--- src/rtl/pulseox_pkg.sv ---
// pulseox_pkg: shared phase/state types and sample width for the pulse-oximeter channel path
package pulseox_pkg;
  localparam int ADC_W = 8;
  typedef enum logic {PH_RED, PH_IR} phase_e;
  typedef enum logic [1:0] {IDLE, SETTLE, WAIT, HOLD} state_e;
endpackage

--- src/rtl/phase_timer.sv ---
// phase_timer: LED phase counter with phase toggle, wrap and settle-match flags
module phase_timer #(
  parameter int PHASE_CYCLES  = 25,
  parameter int SETTLE_CYCLES = 10
) (
  input  logic                CLK_Filter,
  input  logic                rst_n,
  input  logic                enable_i,
  output logic [7:0]          cnt_o,
  output pulseox_pkg::phase_e phase_o,
  output logic                wrap_o,
  output logic                settle_hit_o
);
  import pulseox_pkg::*;
  logic   run_q;
  logic   [7:0] cnt_q, cnt_d;
  phase_e ph_q, ph_d;
  assign cnt_o        = cnt_q;
  assign phase_o      = ph_q;
  assign wrap_o       = run_q && (cnt_q == 8'(PHASE_CYCLES - 1));
  assign settle_hit_o = run_q && (cnt_q == 8'(SETTLE_CYCLES - 1));
  // The first enabled cycle only leaves idle, so counting starts from 0 one cycle later
  always_comb begin
    cnt_d = (enable_i && run_q && !wrap_o) ? cnt_q + 8'd1 : '0;
    ph_d  = !enable_i ? PH_RED : wrap_o ? (ph_q == PH_RED ? PH_IR : PH_RED) : ph_q;
  end
  // Timer state register
  always_ff @(posedge CLK_Filter or negedge rst_n)
    if (!rst_n) begin
      run_q <= 1'b0;
      cnt_q <= '0;
      ph_q  <= PH_RED;
    end else begin
      run_q <= enable_i;
      cnt_q <= cnt_d;
      ph_q  <= ph_d;
    end
endmodule

--- src/rtl/red_ir_sampler.sv ---
// red_ir_sampler: red/IR LED sequencer with ADC handshake and sample demux; RED_IR_SAMPLER_DEADTIME_EN adds LED blanking
module red_ir_sampler #(
  parameter int PHASE_CYCLES  = 25,
  parameter int SETTLE_CYCLES = 10,
  parameter int DEAD_CYCLES   = 2,
  parameter int ADC_W         = pulseox_pkg::ADC_W
) (
  input  logic             CLK_Filter,
  input  logic             rst_n,
  input  logic             enable,
  input  logic [ADC_W-1:0] adc_data,
  input  logic             adc_done,
  output logic             adc_start,
  output logic             LED_RED,
  output logic             LED_IR,
  output logic [ADC_W-1:0] RED_ADC_Value,
  output logic [ADC_W-1:0] IR_ADC_Value,
  output logic             red_valid,
  output logic             ir_valid,
  output logic             adc_timeout
);
  import pulseox_pkg::*;
  logic [7:0] cnt;
  phase_e     ph;
  logic       wrap, settle_hit, take, nxt_red, led_on;
  state_e     st_q, st_d;
  logic       start_q, start_d, led_red_q, led_red_d, led_ir_q, led_ir_d;
  logic       red_vld_q, red_vld_d, ir_vld_q, ir_vld_d, tmo_q, tmo_d;
  logic [ADC_W-1:0] red_q, red_d, ir_q, ir_d;

  phase_timer #(.PHASE_CYCLES(PHASE_CYCLES), .SETTLE_CYCLES(SETTLE_CYCLES)) u_timer (
    .CLK_Filter  (CLK_Filter),
    .rst_n       (rst_n),
    .enable_i    (enable),
    .cnt_o       (cnt),
    .phase_o     (ph),
    .wrap_o      (wrap),
    .settle_hit_o(settle_hit)
  );

`ifdef RED_IR_SAMPLER_DEADTIME_EN
  assign led_on = enable && ((((st_q == IDLE) || wrap) ? 8'd0 : cnt + 8'd1) >= 8'(DEAD_CYCLES));
`else
  logic unused_cfg;
  assign unused_cfg = ^{cnt, 8'(DEAD_CYCLES)};
  assign led_on = enable;
`endif

  // Next-state and registered outputs; a done on the wrap cycle wins over the timeout
  always_comb begin
    take      = (st_q == WAIT) && adc_done;
    nxt_red   = (st_q == IDLE) || (wrap ? ph == PH_IR : ph == PH_RED);
    st_d      = !enable ? IDLE : ((st_q == IDLE) || wrap) ? SETTLE : take ? HOLD :
                ((st_q == SETTLE) && settle_hit) ? WAIT : st_q;
    start_d   = enable && (st_q == SETTLE) && settle_hit;
    led_red_d = led_on && nxt_red;
    led_ir_d  = led_on && !nxt_red;
    red_vld_d = enable && take && (ph == PH_RED);
    ir_vld_d  = enable && take && (ph == PH_IR);
    red_d     = red_vld_d ? adc_data : red_q;
    ir_d      = ir_vld_d ? adc_data : ir_q;
    tmo_d     = enable && (tmo_q || ((st_q == WAIT) && wrap && !adc_done));
  end

  // State and output registers
  always_ff @(posedge CLK_Filter or negedge rst_n)
    if (!rst_n) begin
      st_q      <= IDLE;
      start_q   <= 1'b0;
      led_red_q <= 1'b0;
      led_ir_q  <= 1'b0;
      red_vld_q <= 1'b0;
      ir_vld_q  <= 1'b0;
      tmo_q     <= 1'b0;
      red_q     <= '0;
      ir_q      <= '0;
    end else begin
      st_q      <= st_d;
      start_q   <= start_d;
      led_red_q <= led_red_d;
      led_ir_q  <= led_ir_d;
      red_vld_q <= red_vld_d;
      ir_vld_q  <= ir_vld_d;
      tmo_q     <= tmo_d;
      red_q     <= red_d;
      ir_q      <= ir_d;
    end

  assign adc_start     = start_q;
  assign LED_RED       = led_red_q;
  assign LED_IR        = led_ir_q;
  assign RED_ADC_Value = red_q;
  assign IR_ADC_Value  = ir_q;
  assign red_valid     = red_vld_q;
  assign ir_valid      = ir_vld_q;
  assign adc_timeout   = tmo_q;
endmodule

--- config.mk ---
export PLATFORM = sky130hd
export DESIGN_NAME = red_ir_sampler
export DESIGN_NICKNAME = d
export VERILOG_FILES = /design/src/rtl/pulseox_pkg.sv /design/src/rtl/phase_timer.sv /design/src/rtl/red_ir_sampler.sv
export SDC_FILE = /design/constraint.sdc
export NUM_CORES = 1
export LEC_CHECK = 0
export CAP_MARGIN = 20
export CELL_PAD_IN_SITES_DETAIL_PLACEMENT = 2
export CELL_PAD_IN_SITES_GLOBAL_PLACEMENT = 2
export CORE_ASPECT_RATIO = 0.75
export CORE_MARGIN = 2
export CORE_UTILIZATION = 32
export DETAILED_ROUTE_END_ITERATION = 8
export PLACE_DENSITY_LB_ADDON = 0.1
export SYNTH_ARGS = -nofsm -noshare
export SYNTH_HDL_FRONTEND = slang
export SYNTH_SLANG_ARGS = --single-unit
export TNS_END_PERCENT = 1
--- constraint.sdc ---
create_clock -name CLK_Filter -period 1.9 [get_ports CLK_Filter]
set_clock_uncertainty 0.2 [all_clocks]
set_input_delay 0.38 -clock CLK_Filter [delete_from_list [all_inputs] [get_ports CLK_Filter]]
set_output_delay 0.38 -clock CLK_Filter [all_outputs]
set_load 0.005 [all_outputs]
==> impl_metrics.yaml <==
outcome:
  status: "finished clean"
cells_and_area:
  fillers: 413
  layout_common_cells: "dfrtp_1 (34), clkdlybuf4s50_1 (33), mux2_2 (16), buf_4 (10), clkbuf_8 (8)"
  seqCellArea_um2: 851
  num-nets-final: 174
  drive_gt1_share_pct: 25.6
  multi_input_area_um2: 559
  num_antenna_cells: 0
  final_common_cell: "dfrtp_1"
  syn_to_final_growth_pct: 46.1
  post-route-util_pct: 49.9
grt:
  grt_pass1_vias: 1227
  antenna_found_initial: 0
  grt_first_pass_wirelength_mm: 6.28
  track_usage_pct: 17.7
  grt_overflow: 0
  grt_max_degree: 35
cts:
  numCtsBuffers: 5
  ctsHtreeMaxLevel: 2
  insertion_delay_ns: 0.29
  hold_buffers: 0
  clkTransAtPathRegs_ns: 0.08
  post_cts_buffers: 0
  cts.repair.resized: 0
  clockRootBuffer: "clkbuf_8"
  cts_tree: "done"
  cts_buffer_depth: 2
  cts.sink_count: 34
routing:
  finalWirelength_mm: 3.88
  viasPerCell: 5.06
  post-route-drc-count: 0
  vias: 1087
  drt_iter0_markers: 27
  detail_route.first_pass.iterations: 4
  wl_per_cell_um: 18.0
  antenna_left: 0
worst_hold_path:
  hold_path_class: "input pin to async pin"
synthesis:
  yosys_register_bits: 34
  ys_warn_count: 0
  synth_seq_area_share_pct: 60.3
  ys_types: 28
  synth_edf_count: 0
  synth_nets: 124
  syn_area_um2: 1410
  async_flop_share_pct: 100
  syn_inst: 109
  ys.flop_type: "dfrtp_1"
  syn_area_per_cell_um2: 12.9
floorplanning:
  design.core.area_um2: 4130
  die-area_um2: 4960
  chipWidth_um: 80.7
  die_y_um: 61.5
  start_util_pct: 34.2
  num_io_pins: 34
  num_rows: 20
worst_setup_path:
  crit_type: "input pin to flop"
  cp-end-kind: "flop"
  critPathMaxFanout: 9
  critPathBufInv: 2
  worstSetupStartpointType: "input pin"
  max_stage_delay_ns: 0.52
  cp_cell_sequence: "clkdlybuf4s50_1, and4b_1, nor2b_1, buf_6, mux2_2"
  crit_family: "buffers and inverters"
  worst_ep_required_time_ns: 1.87
  cp.arrival_ns: 1.82
  cp_slowest_cell: "clkdlybuf4s50_1"
timing:
  drv_slew: 0
  post-route-period-util_pct: 97.4
  tightest_slew_ns: 0.299
  setup_viol: 0
  final.setup.tns_ns: 0
  finalCriticalPeriod_ns: 1.85
  max_freq_ghz: 0.540
  relSlewSlack_pct: 79.9
  finalHoldViolCount: 0
power:
  ir_worst_vdd_mv: 0.382
  leakage_nw: 0.916
  power_density_nw_per_um2: 706
placed_design:
  portBuffers: 33
  place_congestion: 0.761
  dpl.hpwl_mm: 2.83
job:
  drv_cap: 0
[final timing paths]
check                                                 start                      endpoint  slack (ns)  depth (start not counted)
worst min-delay path                                  rst_n    u_timer.cnt_o[5]$_DFF_PN0_        0.25                          2
worst max register to register   u_timer.cnt_o[1]$_DFF_PN0_             LED_RED$_DFF_PN0_        0.10                          5
max in group asynchronous                             rst_n  RED_ADC_Value[5]$_DFFE_PN0P_        1.06                          2
min in group CLK_Filter         IR_ADC_Value[0]$_DFFE_PN0P_   IR_ADC_Value[0]$_DFFE_PN0P_        0.30                          1
worst max-delay path                               adc_done  RED_ADC_Value[2]$_DFFE_PN0P_        0.05                          5
worst min register to register  IR_ADC_Value[0]$_DFFE_PN0P_   IR_ADC_Value[0]$_DFFE_PN0P_        0.30                          1
[cells in the mapped netlist, types with 2 or more instances]
master     instances  area share [%]
nor4_1             3             1.3
mux2_2            16              13
xor2_1             2             1.2
o21ai_0            7             2.5
a21oi_1            4             1.4
nand4bb_1          2             1.6
or3_1              4             1.8
nand3_1            3             1.1
nand2_1            3            0.80
nor2_1             7             1.9
buf_2              3             1.1
dfrtp_1           34              60
inv_1              4             1.1
ha_1               3             2.7
[flip-flops by register name, summed over array words and instances, names as in the netlist, 2 cells and up]
| register | count |
|---|---|
| IR_ADC_Value | 8 |
| RED_ADC_Value | 8 |
| u_timer.cnt_o | 8 |
| st_q | 2 |
[where the power goes]
| part | internal, mW | switching [mW] |
|---|---|---|
| Sequential | 0.728 | 0.00287 |
| Clock | 0.366 | 0.278 |
| Combinational | 0.0405 | 0.0398 |
| Total | 1.14 | 0.321 |
[kinds of logic (layout without fill, tap and decap cells)]
group / Yosys count / after routing / share of synthesized area (%)
compound gates: 17 / 17 / 7.63
fa+ha+maj: 3 / 3 / 2.66
mux: 16 / 16 / 12.8
flops: 34 / 34 / 60.3
xor+xnor: 3 / 3 / 1.86
buf+inv: 7 / 58 / 2.13
simple gates: 29 / 29 / 12.6
[cell type report]
class                      instances  share of cell area (%)
clock buffer                       8                    5.34
inverter                           4                   0.729
multi-input combinational         68                    27.1
sequential                        34                    41.3
tap                               55                    3.34
timing repair buffer              46                    22.2
[layer usage]
metal | wire (µm) | GRT usage [%] | vias up
met5 | 0 | 0 | -
met4 | 34 | 5.08 | 0
met3 | 179 | 4.99 | 5
met2 | 2000 | 30.5 | 27
met1 | 1660 | 22.1 | 566
li1 | - | - | 489
[stage by stage]
stage | worst slack, ns | power, mW | instance area, µm² | cells | hold WS (ns)
2_1_floorplan | 0.211 | 0.761 | 1410 | 109 | -0.116
3_3_place_gp | -0.164 | 0.819 | 1920 | 207 | 0.278
3_5_place_dp | -0.252 | 0.824 | 1920 | 207 | 0.287
4_1_cts | 0.0222 | 1.47 | 2030 | 215 | 0.258
5_1_grt | -0.00587 | 1.51 | 2060 | 215 | 0.280
6_report | 0.0492 | 1.46 | 2060 | 215 | 0.246
No activity file was read; power rests on OpenSTA's default activity.
